File: config.mk
export PLATFORM = sky130hd
export DESIGN_NAME = scc_wave_ram_scheduler
export DESIGN_NICKNAME = d
export VERILOG_FILES = /design/src/rtl/scc_wave_ram_scheduler.sv
export SDC_FILE = /design/constraint.sdc
export NUM_CORES = 1
export LEC_CHECK = 0
export CORE_MARGIN = 5
export CORE_UTILIZATION = 35
export CTS_CLUSTER_DIAMETER = 200
export CTS_CLUSTER_SIZE = 16
export DETAILED_ROUTE_END_ITERATION = 10
export PLACE_DENSITY_LB_ADDON = 0.2
export SETUP_SLACK_MARGIN = 0.2
export SYNTH_ARGS = -nofsm -noshare
export SYNTH_HDL_FRONTEND = slang
export SYNTH_SLANG_ARGS = --single-unit
File: constraint.sdc
create_clock -name clk -period 2.05 [get_ports clk]
set_input_delay 0.41 -clock clk [delete_from_list [all_inputs] [get_ports clk]]
set_output_delay 0.41 -clock clk [all_outputs]
set_load 0.005 [all_outputs]
File: src/rtl/scc_wave_ram_scheduler.sv
// scc_wave_ram_scheduler: time-slot scheduler for the shared single-port SCC wave RAM.
// Runs the per-round tone-read slot sequence for the channel mixer and slips CPU
// read/write accesses into it through a 4-phase req/ack handshake.
// Ports:
//   clk, reset        clock, asynchronous active-high reset
//   cpu_req, cpu_we   CPU request level and direction (1 = write)
//   cpu_a, cpu_d      CPU address {channel[2:0], index[4:0]} and write data
//   cpu_ack, cpu_q    access complete (held until cpu_req drops), read data
//   slot, round_start current tone slot, pulse on the wrap from the last slot to 0
//   hold              mixer hold while the CPU owns the RAM
//   sram_oe, sram_we  RAM read/write strobes; sram_a/sram_d latched address/data
//   sram_q            RAM read data, one cycle after the address
// Optional feature: define SCC_SCHED_STARVE_GUARD_EN to limit the CPU to one access per round.
module scc_wave_ram_scheduler #(
    parameter int SLOT_COUNT  = 5,
    parameter int IDLE_SLOTS  = 1,
    parameter int PREFER_IDLE = 0
) (
    input  logic       clk,
    input  logic       reset,
    input  logic       cpu_req,
    input  logic       cpu_we,
    input  logic [7:0] cpu_a,
    input  logic [7:0] cpu_d,
    output logic       cpu_ack,
    output logic [7:0] cpu_q,
    output logic [2:0] slot,
    output logic       round_start,
    output logic       hold,
    output logic       sram_oe,
    output logic       sram_we,
    output logic [7:0] sram_a,
    output logic [7:0] sram_d,
    input  logic [7:0] sram_q
);
    localparam logic [2:0] LAST = 3'(SLOT_COUNT + IDLE_SLOTS - 1);

    typedef enum logic [1:0] {RUN, ACCESS, CAPTURE, ACK} state_t;

    state_t     state, state_next;
    logic       we_l;
    logic [7:0] a_l, d_l;
    logic       run_slot, wrap, eligible, accept;

    // The slot counter only stalls for the single cycle the CPU owns the RAM.
    assign run_slot = state != ACCESS;
    assign wrap     = run_slot && slot == LAST;
    // Compare in 4 bits so a SLOT_COUNT of 8 does not alias to slot 0.
    assign eligible = PREFER_IDLE == 0 || {1'b0, slot} >= 4'(SLOT_COUNT);

`ifdef SCC_SCHED_STARVE_GUARD_EN
    logic used;
    assign accept = state == RUN && cpu_req && eligible && !used;
    // An accept on the wrap cycle lands its ACCESS in the new round, so it must
    // count against that round: setting wins over clearing.
    always_ff @(posedge clk or posedge reset) begin
        if (reset)
            used <= 1'b0;
        else if (accept)
            used <= 1'b1;
        else if (wrap)
            used <= 1'b0;
    end
`else
    assign accept = state == RUN && cpu_req && eligible;
`endif

    always_comb begin
        state_next = state;
        case (state)
            RUN:     state_next = accept ? ACCESS : RUN;
            ACCESS:  state_next = CAPTURE;
            CAPTURE: state_next = ACK;
            ACK:     state_next = cpu_req ? ACK : RUN;
            default: state_next = RUN;
        endcase
    end

    always_ff @(posedge clk or posedge reset) begin
        if (reset) begin
            state <= RUN;
            slot  <= '0;
            we_l  <= 1'b0;
            a_l   <= '0;
            d_l   <= '0;
            cpu_q <= '0;
        end else begin
            state <= state_next;
            if (run_slot)
                slot <= wrap ? '0 : slot + 3'd1;
            if (accept) begin
                we_l <= cpu_we;
                a_l  <= cpu_a;
                d_l  <= cpu_d;
            end
            // RAM data for the ACCESS-cycle address is valid during CAPTURE.
            if (state == CAPTURE && !we_l)
                cpu_q <= sram_q;
        end
    end

    assign round_start = wrap;
    assign cpu_ack     = state == ACK;
    assign hold        = state == ACCESS;
    assign sram_oe     = state == ACCESS && !we_l;
    assign sram_we     = state == ACCESS && we_l;
    assign sram_a      = a_l;
    assign sram_d      = d_l;
endmodule

* After elaboration in Yosys (flattened, before gate mapping) *
Index checks and enable logic that the tools add are counted.

storage, ports and cells
  register bits after elaboration = 30
  input bits = 28
  output and inout bits = 32
  word-level logic and storage cells = 23

cells by class
  add/sub/neg operators = 1
  equal/unequal tests = 5
  mux-type cells = 4
  reduce and logical (&&, ||, !) cells = 7

operators by type and width
  cell                                                                     count
  2-bit one-hot mux with 4 select lines                                    1
  1-bit logical AND                                                        5
  2-bit equality test, second input constant                               2
  3-bit by 1-bit adder with 3-bit output, second input constant            1
  3-bit equality test, second input constant                               1
  3-bit 2-to-1 mux                                                         1
  2-bit by 1-bit equality test with 1-bit output, second input constant    1
  2-bit logical NOT                                                        1
  2-bit 2-to-1 mux                                                         1
  2-bit by 1-bit inequality test with 1-bit output, second input constant  1
  1-bit logical NOT                                                        1
  1-bit 2-to-1 mux                                                         1

* Logic depth before layout (Yosys ltp) *
  depth after elaboration = 4
  gate-level depth with buffers = 5
  mapped depth without buffers = 5

* Least setup slack after synthesis *
No wires, ideal clock.

  path kind = reg-to-reg
  start = register state[0]
  end = register a_l[5], in the netlist sram_a[5]
  setup time = 0.125 ns
  arrival = 1.312 ns
  setup slack = 0.613 ns
  cell stages (with the launch flop) = 4
  path buffers = 1
  period minus slack after synthesis = 1.437 ns
  cell sequence = dfrtp_1 -> nor3_4 -> buf_6 -> mux2_2

on the way
  longest elaborated chain between the ends = 2

ends and longest elaborated chain
  element                 RTL line  source
  start, declared         40        state_t state, state_next;
  start signal, assigned  88        state <= state_next;
  2-bit logical NOT       65        assign accept = state == RUN && cpu_req && eligible;
  1-bit logical AND       65
  end signal, assigned    93        a_l <= cpu_a;
  end, declared           42        logic [7:0] a_l, d_l;

Every way passes these cells.
A chain may end at the register's enable or synchronous reset.

* Final worst setup path *
  start = register slot[0]
  end = output round_start

on the way
  longest elaborated chain between the ends = 2

ends and longest elaborated chain
  element                 RTL line  source
  start, declared         27        output logic [2:0] slot,
  start signal, assigned  90        slot <= wrap ? '0 : slot + 3'd1;
  3-bit equality test     47        assign wrap = run_slot && slot == LAST;
  1-bit logical AND       47
  end, declared           28        output logic round_start,

Every way passes these cells.

==> run metrics <==
status finished, final reports clean; Net count, final 187; commonest cells after routing, fill and taps aside 54 x clkdlybuf4s50_1, 30 x dfrtp_1, 25 x mux2_2, 7 x buf_4; Max Freq 573 MHz; global placement routability congestion 0.649; GRT Util Overall 0.121; Setup CP Type reg2out; Initial DRT Pass Iterations 2; setup TNS 0 ns; Netlist Area Pre-Place 1210 um^2; total global routing overflow 0; Synth top area share 0.622; first-pass GRT wire length 4110 um; Hold Crit Class in2async; filler instances 292; CTS Buf Count 5; r2r startpoint state[0]$_DFF_PP0_; IO Port Bufs 59; Die Y 68.7 um; Bufs on Longest Clock Path 2; clk root buf clkbuf_4; Worst-Skew Late Latency 0.31 ns; Worst R2R Path Depth 4; CP max stage delay 0.42 ns; Worst-path clk slew 0.08 ns; post-route insts no fill 203; Synth warnings 0; Worst-Margin Slew 0.448 ns; Die Width 68.7 um; row count 21; area grow syn2layout 64.4%; Critical Path AT 1.34 ns; P_leak 0.000886 uW; die area 4720 um^2; H-tree depth 2; routed len/inst 13.3 um; period utilization 0.852; Switch Pwr 794 uW; Detail Route Antenna Nets 0; unrepaired setup endpoints after global routing false; Tmin final 1.75 ns; Starting Density 0.361; total area of sequential cells 751 um^2; critical path's slowest cell dfrtp_1; via count of the first global-routing pass 922; PwrDens 1400 nW/um^2; CP cell instances ha_1 > nand2_1 > nor2_1 > dlygate4sd2_1; Worst Path Max Fanout 5; Via-to-Cell Ratio 4.51; DP Cell Count 191; Comb pwr share 0.507; Slew HR 0.701; vias after detailed routing 916; area of the multi-input gates 437 um^2; Max-Cap Viols 0; layout cells sized above 1 0.274; n_diodes 0; largest net degree at the start of global routing 31; Net Sw Frac 0.285; clk sink count 30; Worst setup EP type output pin; worst reg2reg endpoint cpu_q[5]$_DFFE_PP0P_; # IOs 60; DRC 0; setup violators final 0; Net Count, Synth 113; core outline area 3340 um^2; Crit. Startpoint slot[0]$_DFFE_PP0P_; largest cells by area after synthesis dfrtp_1 62%, mux2_2 23%, ha_1 2.1%, o21ai_0 1.7%, nand2_1 1.6%; Clock power frac 0.110; initial drt markers 30; Worst VDD drop 0.600 mV; Mapped Cells 83; Post-Syn Area per Cell 14.5 um^2; Int Pwr 1990 uW; most common cell after layout, fill and taps aside clkdlybuf4s50_1; R2R setup slack 0.43 ns; area leader, netlist dfrtp_1; initial antenna violation count 0; Netlist cell types 14; #FFs+latches synth 30; Setup crit start kind flip-flop; final WL 2700 um; CTS tree done; post-synthesis sequential area ratio 0.622; clock skew 0.00129 ns; dpl hpwl 2010 um; hold_buf cts 0; final hold vios 0; Seq pwr share 0.383; WP data required 1.64 ns; pins over their slew limit 0
-- routing by layer --
layer  GRT usage  vias to the layer above  share of wire
met4      0.0730                        0          0.021
li1            -                      433              -
met3      0.0340                        5          0.063
met5           0                        -              0
met2       0.199                       31           0.52
met1       0.138                      447           0.40
-- power by group through the flow --
stage	clock, uW	combinational [uW]	sequential (uW)
floorplan	0	494	1110
global placement	0	1310	1060
detailed placement	0	1350	1080
CTS	323	1370	1070
global route	346	1530	1110
finish	306	1410	1070
-- flip-flops by register name (all words and copies together) (netlist names) --
signal and flops:
sram_a 8, we_l 1, state 2, sram_d 8
cpu_q 8, slot 3
-- logic make-up (layout without fill, tap and decap cells) --
group           after synthesis  count (layout)  share of synthesized area
buf+inv                       5              79                     0.0218
compound gates                6               6                     0.0259
simple gates                 15              15                     0.0757
mux                          25              25                      0.233
flops                        30              30                      0.622
fa+ha+maj                     2               2                     0.0207
-- stage by stage --
stage               area, um^2  power (uW)  setup slack [ns]  hold slack (ns)  utilization
CTS                       1940        2760            0.0648            0.465        0.582
global placement          1890        2380             0.270            0.489        0.565
detailed placement        1890        2430             0.242            0.495        0.565
floorplan                 1210        1610             0.613            0.495            -
finish                    1980        2780             0.304            0.466        0.594
global route              1980        2980             0.202            0.509        0.594
-- synthesized netlist by cell type --
library cell  number
dfrtp_1           30
mux2_2            25
nand2_1            5
nor2_1             5
inv_1              4
o21ai_0            4
and2_1             2
ha_1               2
a21oi_1            1
buf_6              1
nand2b_1           1
nor3_4             1
nor3b_4            1
o22ai_1            1
-- critical path: cells and delay by family, from the launching register on --
family                     cells  cell delay, ns
and+or+nand+nor                2            0.13
DFF                            1            0.42
buffers and inverters          1            0.25
adders and majority gates      1            0.23
-- how the worst max path moves through the flow --
stage               cells past startpoint  slack, ns               endpoint
finish                                  4       0.30            round_start
global placement                        5       0.27  sram_d[3]$_DFFE_PP0P_
CTS                                     4       0.06                sram_we
global route                            5       0.20            round_start
floorplan                               3       0.61  sram_a[5]$_DFFE_PP0P_
detailed placement                      5       0.24  sram_a[6]$_DFFE_PP0P_
-- cell type report --
class	instances	area share
Timing Repair Buffer	68	0.341
Inverter	4	0.00883
Multi-Input combinational cell	48	0.220
Sequential cell	30	0.379
Clock buffer	7	0.0227
Tap cell	46	0.0290
-- repair_timing --
| action | 4_1_cts | 5_1_grt |
|---|---|---|
| resized for setup | 6 | 4 |
| hold endpoints to repair | 0 | 0 |
| setup endpoints to repair | 5 | 3 |
| gates cloned | 0 | 0 |
| setup buffers | 1 | 4 |
Note: power is estimated with default switching activity, not from simulation.
